===== config.mk =====
export PLATFORM = sky130hd
export DESIGN_NAME = nibble_serial_adder_flat
export DESIGN_NICKNAME = d
export VERILOG_FILES = /design/src/rtl/nibble_serial_adder_if.sv /design/src/rtl/nibble_serial_adder.sv /design/src/flat_wrapper.sv
export SDC_FILE = /design/constraint.sdc
export NUM_CORES = 1
export LEC_CHECK = 0
export BUFFER_PORTS_ARGS = -buffer_cell sky130_fd_sc_hd__buf_2
export CORE_UTILIZATION = 57
export CTS_CLUSTER_DIAMETER = 150
export DETAILED_ROUTE_END_ITERATION = 7
export PLACE_DENSITY = 0.83
export SLEW_MARGIN = 20
export SYNTH_ARGS = -nofsm -noshare
export SYNTH_HDL_FRONTEND = slang
export SYNTH_SLANG_ARGS = --single-unit

===== constraint.sdc =====
create_clock -name clk -period 4.7 [get_ports clk]
set_input_delay 0.94 -clock clk [delete_from_list [all_inputs] [get_ports clk]]
set_output_delay 0.94 -clock clk [all_outputs]
set_load 0.02 [all_outputs]

===== src/rtl/nibble_serial_adder_if.sv =====
// nibble_serial_adder_if: request, adder-side and result signals of the nibble sequencer
interface nibble_serial_adder_if #(
    parameter int NIBBLES = 4
);
    localparam int W = 4 * NIBBLES;

    logic         start_valid;
    logic         start_ready;
    logic [W-1:0] a;
    logic [W-1:0] b;
    logic         cin;
    logic [3:0]   add_r1;
    logic [3:0]   add_r2;
    logic         add_ci;
    logic [3:0]   add_result;
    logic         add_carry;
    logic [W-1:0] sum;
    logic         cout;
    logic         done;
    logic         busy;

    // Requester plus the external 4-bit adder: drives operands and adder results.
    modport master (
        output start_valid, a, b, cin, add_result, add_carry,
        input  start_ready, add_r1, add_r2, add_ci, sum, cout, done, busy
    );

    // The sequencer itself.
    modport slave (
        input  start_valid, a, b, cin, add_result, add_carry,
        output start_ready, add_r1, add_r2, add_ci, sum, cout, done, busy
    );
endinterface


===== src/rtl/nibble_serial_adder.sv =====
// nibble_serial_adder: feeds wide operands to a 4-bit adder one nibble per clock and assembles the sum
module nibble_serial_adder #(
    parameter int NIBBLES = 4
) (
    input  logic                  clk,
    input  logic                  rst,
    nibble_serial_adder_if.slave  bus
);
    localparam int W  = 4 * NIBBLES;
    localparam int IW = $clog2(NIBBLES) + 1;

    typedef enum logic [1:0] {IDLE, RUN, DONE} state_t;

    state_t        state;
    state_t        state_next;
    logic [IW-1:0] idx;
    logic [W-1:0]  a_q;
    logic [W-1:0]  b_q;
    logic [W-1:0]  acc;
    logic [W-1:0]  acc_next;
    logic [W-1:0]  sum_q;
    logic          carry_q;
    logic          cout_q;
    logic          last;

    assign last = idx == IW'(NIBBLES - 1);

    // State register; reset aborts any operation in flight.
    always_ff @(posedge clk or posedge rst) begin
        if (rst)
            state <= IDLE;
        else
            state <= state_next;
    end

    // Next state: accept only in IDLE, leave RUN after the top nibble, DONE lasts one cycle.
    always_comb begin
        state_next = state;
        case (state)
            IDLE:    state_next = bus.start_valid ? RUN : IDLE;
            RUN:     state_next = last ? DONE : RUN;
            default: state_next = IDLE;
        endcase
    end

    // Outputs: adder inputs are only live in RUN so the adder sees zeros otherwise.
    always_comb begin
        bus.start_ready = state == IDLE;
        bus.busy        = state != IDLE;
        bus.done        = state == DONE;
        bus.add_r1      = state == RUN ? a_q[3:0] : 4'd0;
        bus.add_r2      = state == RUN ? b_q[3:0] : 4'd0;
        bus.add_ci      = state == RUN ? carry_q : 1'b0;
        bus.sum         = sum_q;
        bus.cout        = cout_q;
    end

    // Accumulator with the current adder nibble merged in, so the last edge can publish it whole.
    always_comb begin
        acc_next = acc;
        acc_next[4*idx +: 4] = bus.add_result;
    end

    // Datapath: latch on acceptance, shift operands and chain the carry while running.
    always_ff @(posedge clk or posedge rst) begin
        if (rst) begin
            idx     <= '0;
            a_q     <= '0;
            b_q     <= '0;
            acc     <= '0;
            carry_q <= 1'b0;
            sum_q   <= '0;
            cout_q  <= 1'b0;
        end else if (state == IDLE && bus.start_valid) begin
            idx     <= '0;
            a_q     <= bus.a;
            b_q     <= bus.b;
            acc     <= '0;
            carry_q <= bus.cin;
        end else if (state == RUN) begin
            idx     <= idx + IW'(1);
            a_q     <= a_q >> 4;
            b_q     <= b_q >> 4;
            acc     <= acc_next;
            carry_q <= bus.add_carry;
            if (last) begin
                sum_q  <= acc_next;
                cout_q <= bus.add_carry;
            end
        end
    end
endmodule


===== src/flat_wrapper.sv =====
// flat-port wrapper written by rule: the top's interface ports become plain ports
module nibble_serial_adder_flat 
#(
    parameter int NIBBLES = 4
)
  (clk, rst, bus_start_valid, bus_a, bus_b, bus_cin, bus_add_result, bus_add_carry, bus_start_ready, bus_add_r1, bus_add_r2, bus_add_ci, bus_sum, bus_cout, bus_done, bus_busy);
  nibble_serial_adder_if #(.NIBBLES(NIBBLES)) bus_i ();
  input  logic clk;
  input  logic rst;
  input wire logic [$bits(bus_i.start_valid)-1:0] bus_start_valid;
  input wire logic [$bits(bus_i.a)-1:0] bus_a;
  input wire logic [$bits(bus_i.b)-1:0] bus_b;
  input wire logic [$bits(bus_i.cin)-1:0] bus_cin;
  input wire logic [$bits(bus_i.add_result)-1:0] bus_add_result;
  input wire logic [$bits(bus_i.add_carry)-1:0] bus_add_carry;
  output wire logic [$bits(bus_i.start_ready)-1:0] bus_start_ready;
  output wire logic [$bits(bus_i.add_r1)-1:0] bus_add_r1;
  output wire logic [$bits(bus_i.add_r2)-1:0] bus_add_r2;
  output wire logic [$bits(bus_i.add_ci)-1:0] bus_add_ci;
  output wire logic [$bits(bus_i.sum)-1:0] bus_sum;
  output wire logic [$bits(bus_i.cout)-1:0] bus_cout;
  output wire logic [$bits(bus_i.done)-1:0] bus_done;
  output wire logic [$bits(bus_i.busy)-1:0] bus_busy;
  assign bus_i.start_valid = bus_start_valid;
  assign bus_i.a = bus_a;
  assign bus_i.b = bus_b;
  assign bus_i.cin = bus_cin;
  assign bus_i.add_result = bus_add_result;
  assign bus_i.add_carry = bus_add_carry;
  assign bus_start_ready = bus_i.start_ready;
  assign bus_add_r1 = bus_i.add_r1;
  assign bus_add_r2 = bus_i.add_r2;
  assign bus_add_ci = bus_i.add_ci;
  assign bus_sum = bus_i.sum;
  assign bus_cout = bus_i.cout;
  assign bus_done = bus_i.done;
  assign bus_busy = bus_i.busy;
  nibble_serial_adder #(.NIBBLES(NIBBLES)) u_core (.clk(clk), .rst(rst), .bus(bus_i));
endmodule

==> metrics.txt, run 1 <==
Clock power frac=16.5%; largest vdd supply drop=342.5 uV; setup repair bufs after CTS=0; Critical Path Fanout Max=33; worst-case setup margin in the final layout=1649 ps; via density per instance=5.685; Cell Pwr Density=652.7 nW/um^2; final period utilization=64.91%; Buffers on Ports=69; final slew viol count=0; pin count of the biggest net entering global routing=51; most used standard cell by instance count after synthesis=nand2_1; net count after synthesis=362; clock tree buffer depth=2; Vias=2581; Place WS=2037 ps; Avg WL per Cell=around 15 um; #FFs+latches synth=71; main flop type after synthesis=dfrtp_1; post-route core utilization=just under 70%; run status=completed; RSZ-0062 raised after global routing=false; gate count after technology mapping=317; Placed Instances=438; final instance area=between 3000 and 4000 sq um; register share of total power=40.4%; die outline width=77.36 um; biggest area consumer among synthesized cells=dfrtp_1; post-route antenna net violation count=0; leakage=1.925 nW; list of most frequent post-synthesis cells=nand2_1 (88), dfrtp_1 (71), a22oi_1 (25), o21ai_0 (17); Hold WC Path Type=flop to flop; Worst setup SP type=flop; cell at the root of the clock tree=clkbuf_8; H-tree lvl count=3; n_diodes=0; Setup-failing EPs final=0; path type of the worst setup path=flop to output port; kind of end point of the critical path=output port; count of instances resized after the clock tree is built=0; Hold-fix buffers, CTS=0; switching power as a share of total power=41.95%; worst-margin pin slew=840.8 ps; Cell Area, Placed=3588 sq um; hold slack=472.2 ps; total detailed-routing wirelength=6.775 mm; area share of the largest cell type after synthesis=about 55%; endpoints failing hold=0; post-route non-filler standard cell count=454; post-CTS clock slew at the launch and capture registers of the worst setup and hold paths=80 ps; post-DP HPWL=4.667 mm; Final nets=422; cell type group with the largest total delay on the critical path=simple AND/OR/NAND/NOR gates; clock network latency to the later pin of the worst-skew pair=330 ps; stage delay of the slowest cell on the critical path=540 ps; cts bufs inserted=9; fraction of layout instances using a drive strength above 1=25.65%; count of different cell masters after synthesis=38; number of buffer and inverter stages on the critical path=2; Layout Area Growth over Synthesis=16.00%; floorplan core area=5473 sq um; Avg Synthesized Cell Area=10.21 sq um; I/O Pins=70; slowest library cell on the worst path=dfrtp_1; via count of the first global-routing pass=2405; number of flops mapped to enable cells by yosys=0; worst slew margin relative to its limit=43.95%; antenna violations before repair=0; # DRC=0; yosys synthesis warning count=0; fillcell total=roughly 440; arrival time at the worst endpoint=approximately 2100 ps; Post-Route Skew=9.852 ps; die area=5984 sq um; setup total negative slack=0 ps; starting density of the core=59.14%; Area contributors post-synth=dfrtp_1 (55%), nand2_1 (10%), a22oi_1 (5.8%); Synth async-reset ratio=between 90% and 100%; upper clock frequency limit=0.3278 GHz; worst endpoint required time=between 3000 and 4000 ps; Power Total=2.451 mW; Sequential cell area=1777 sq um; detailed router's first-iteration violation count=210; switching power of the nets=around 1.0 mW; final weighted congestion of routability-driven global placement=0.7593; Maximum Capacitance Violations=0; clock sinks=71; Initial DRT Pass Iterations=5; die height=77.36 um; design internal power=1.423 mW; floorplan row count=27; area taken by multi-input logic gates=1339 sq um; post-synthesis sequential area ratio=54.89%; GR Util All Layers=24.99%; overflow left after global routing=0; CTS tree=built; post-synthesis cell area=3237 sq um; global-route wire length before repair=roughly 12 mm; logic gate share of total power=~43%; crit-path cells=nor2b_2 -> buf_4 -> and2_1 -> buf_2; Tmin final=3051 ps
-- cell type report --
cell class,count,area share [%]
clock inverters,4,0.5998
inverters,6,0.6331
multi-input cells,217,35.65
well taps,72,2.399
clock buffers,12,3.599
repair buffers,72,9.797
flip-flops and latches,71,47.32
-- registers in the layout (all words and copies together) (netlist names) --
register	count
u_core.idx	3
u_core.b_q	16
u_core.a_q	16
u_core.state	2
u_core.bus.cout	1
u_core.carry_q	1
u_core.acc	16
u_core.bus.sum	16
-- power by group through the flow --
| stage | clock, mW | combinational, mW | sequential [mW] |
|---|---|---|---|
| after floorplan | 0 | 0.784 | 1.01 |
| after global placement | 0 | 1.03 | 0.983 |
| after detailed placement | 0 | 1.06 | 1.00 |
| after CTS | 0.412 | 1.06 | 0.987 |
| after global routing | 0.434 | 1.18 | 1.02 |
| final | 0.404 | 1.06 | 0.990 |
-- cell usage in the layout, fill, tap and decap left out, types with 2 or more instances in the layout --
cell type / count
a22o_1: 12
a22oi_1: 25
a31oi_1: 2
a32o_1: 4
and2_1: 9
buf_2: 69
buf_4: 3
clkbuf_1: 3
clkbuf_8: 9
clkinv_2: 4
dfrtp_1: 71
ha_1: 4
inv_1: 4
mux2i_1: 8
nand2_1: 88
nand3_1: 8
nand4_1: 8
nor2_1: 3
o211ai_1: 8
o21ai_0: 17
-- routing by layer --
layer  GRT usage [%]  vias up  routed length (um)
li1                -     1237                   -
met1           34.69     1260                3091
met2           39.56       77                3320
met3           4.118        7                 278
met4           9.623        0                  85
met5               0        -                   0
-- final timing paths --
| check | start | endpoint | slack, ps | cells after the start |
|---|---|---|---|---|
| hold reg to reg | u_core.b_q[0] | u_core.b_q[0] | 470 | 2 |
| min in group asynchronous | rst | u_core.b_q[0] | 730 | 2 |
| hold / removal | u_core.b_q[0] | u_core.b_q[0] | 470 | 2 |
| max in group asynchronous | rst | u_core.bus.sum[2] | 3160 | 3 |
| setup / recovery | u_core.state[0] | bus_add_r1[0] | 1650 | 4 |
| setup reg to reg | u_core.idx[0] | u_core.bus.sum[8] | 2320 | 6 |
-- worst min-delay path, cell delays in order, from the launching register on --
cell and delay, ps:
dfrtp_1 340, nand2_1 50, nand2_1 50
-- cell families after synthesis --
family | Yosys count | share of synthesized area [%]
compound gates | 74 | 16.74
fa+ha+maj | 4 | 1.546
buf+inv | 29 | 4.059
flops | 71 | 54.89
mux | 8 | 2.474
simple gates | 131 | 20.29
Power figures use the tool's default switching activity.
==> run 2: changes to the inputs <==
Settings changed: CORE_UTILIZATION 57 to 54, PLACE_DENSITY 0.83 to 0.79.
Clock period 4.7 ns to 3.12 ns, I/O delays scaled along.
==> run 2 against run 1 <==
  * Core utilization about the same
  * Via count decreased by 1.5%
  * Non-clock buffer count increased by 3
  * Sequential cell count unchanged
  * Routed wire length increased by 1.7%
  * Sequential power increased by 51%
  * Critical path type unchanged
  * Hold slack got worse by 76 ps
  * Register-to-register slack got worse by 1400 ps
  * Critical path depth unchanged
  * First-iteration DRC count decreased by 22%
  * Die area increased by 5.4%
==> metrics.txt, run 2 (synthesized netlist as in run 1, its figures left out) <==
arrival time at the worst endpoint=1690 ps; Cell Pwr Density=roughly 1000 nW/um^2; final period utilization=74.22%; detailed router's first-iteration violation count=164; die height=79.42 um; via count of the first global-routing pass=2423; pin count of the biggest net entering global routing=41; Layout Area Growth over Synthesis=19.52%; global-route wire length before repair=11.34 mm; I/O Pins=70; worst endpoint required time=between 2000 and 3000 ps; # DRC=0; n_diodes=0; worst slew margin relative to its limit=52.98%; clock network latency to the later pin of the worst-skew pair=~340 ps; floorplan core area=around 5600 sq um; post-DP HPWL=4.589 mm; clock sinks=slightly above 70; largest vdd supply drop=479.1 uV; met3 wire length=214 um; setup total negative slack=0 ps; post-CTS clock slew at the launch and capture registers of the worst setup and hold paths=80 ps; leading cell type in the layout, fill and taps excluded=nand2_1; slowest library cell on the worst path=dfrtp_1; CTS tree=built; post-route antenna net violation count=0; worst-margin pin slew=704.2 ps; via density per instance=5.560; Critical Path Fanout Max=23; switching power as a share of total power=just under 40%; H-tree lvl count=3; RSZ-0062 raised after global routing=false; GR Util All Layers=23.63%; final slew viol count=0; overflow left after global routing=0; endpoints failing hold=0; final instance area=between 3000 and 4000 sq um; count of instances resized after the clock tree is built=0; fraction of layout instances using a drive strength above 1=27.01%; upper clock frequency limit=0.4318 GHz; register share of total power=between 30% and 40%; crit-path cells=nor2b_2 -> buf_4 -> and2_1 -> buf_2; setup repair bufs after CTS=0; Avg WL per Cell=15.07 um; Maximum Capacitance Violations=0; Hold-fix buffers, CTS=0; total detailed-routing wirelength=approximately 6.9 mm; topmost layer with routed signal wires=met4; Setup-failing EPs final=0; design internal power=2.424 mW; run status=completed; final weighted congestion of routability-driven global placement=~0.78; hold slack=just under 400 ps; Worst setup SP type=flop; stage delay of the slowest cell on the critical path=520 ps; starting density of the core=around 57%; Cell Area, Placed=3623 sq um; post-route met1 wirelength=between 3 and 4 mm; Initial DRT Pass Iterations=5; Hold WC Path Type=primary input to async pin; Tmin final=2316 ps; Clock power frac=22.3%; met2 routed wirelength=around 3.3 mm; clock tree buffer depth=2; die outline width=a little under 80 um; cell at the root of the clock tree=clkbuf_8; logic gate share of total power=approximately two fifths; kind of end point of the critical path=output port; Vias=2541; switching power of the nets=1.580 mW; Post-Route Skew=9.840 ps; post-route core utilization=around 70%; die area=6308 sq um; floorplan row count=27; leading cell types in the layout, fill and taps excluded=nand2_1 (88), dfrtp_1 (71), buf_2 (69); leakage=1.986 nW; path type of the worst setup path=flop to output port; antenna violations before repair=0; Buffers on Ports=69; cts bufs inserted=9; Final nets=around 430
## run 2: changes by cell type in the layout (fill, tap and decap cells not counted), sizes merged
cell and change:
clkbuf -2, buf +3, bufinv +3, clkinv -2
inv +1
## run 2: cell type report
cell class | count | area, sq um
Inverter | 6 | 22.52
Clock buffer | 10 | 137.6
Clock inverter | 6 | 107.6
Tap cell | 72 | 90.09
Multi-Input combinational cell | 217 | 1331
Sequential cell | 71 | 1777
Timing Repair Buffer | 75 | 402.9
Fill cell | 463 | 1773
## run 2: final timing paths
path                                      start           endpoint  slack (ps)  cells after the start
max in group asynchronous                   rst      u_core.idx[1]        2070                      3
min in group clk                  u_core.b_q[0]      u_core.b_q[0]         470                      2
worst max register to register    u_core.idx[0]      u_core.acc[9]         880                      6
worst min register to register    u_core.b_q[0]      u_core.b_q[0]         470                      2
worst min-delay path                        rst  u_core.bus.sum[6]         400                      2
worst max-delay path            u_core.state[0]         bus_add_ci         800                      4
## run 2: power groups by stage
stage	Sequential, mW	Combinational [mW]	Clock, mW
6_report	1.49	1.62	0.892
5_1_grt	1.53	1.80	0.946
4_1_cts	1.49	1.63	0.905
3_5_place_dp	1.50	1.62	0
3_3_place_gp	1.48	1.58	0
2_1_floorplan	1.53	1.18	0
## run 2: routing by layer
layer  track usage [%]  vias to the layer above
met5                 0                        -
met4             8.727                        0
met1             32.07                     1229
met2             36.92                       58
li1                  -                     1242
met3             5.486                       12
## run 2: worst max-delay path: cells and delay by family (launching register included)
kind                   cells  cell delay [ps]
flip-flops                 1              520
AND/OR/NAND/NOR            2              400
buffers and inverters      2              430
## run 2: per-stage QoR
| step | std cells | total power, mW | setup slack (ps) |
|---|---|---|---|
| after floorplan | 317 | 2.709 | 699.4 |
| after global placement | 441 | 3.067 | 1012 |
| after detailed placement | 441 | 3.123 | 921.7 |
| after CTS | 457 | 4.024 | 788.8 |
| after global routing | 457 | 4.281 | 685.9 |
| final | 457 | 4.004 | 804.3 |
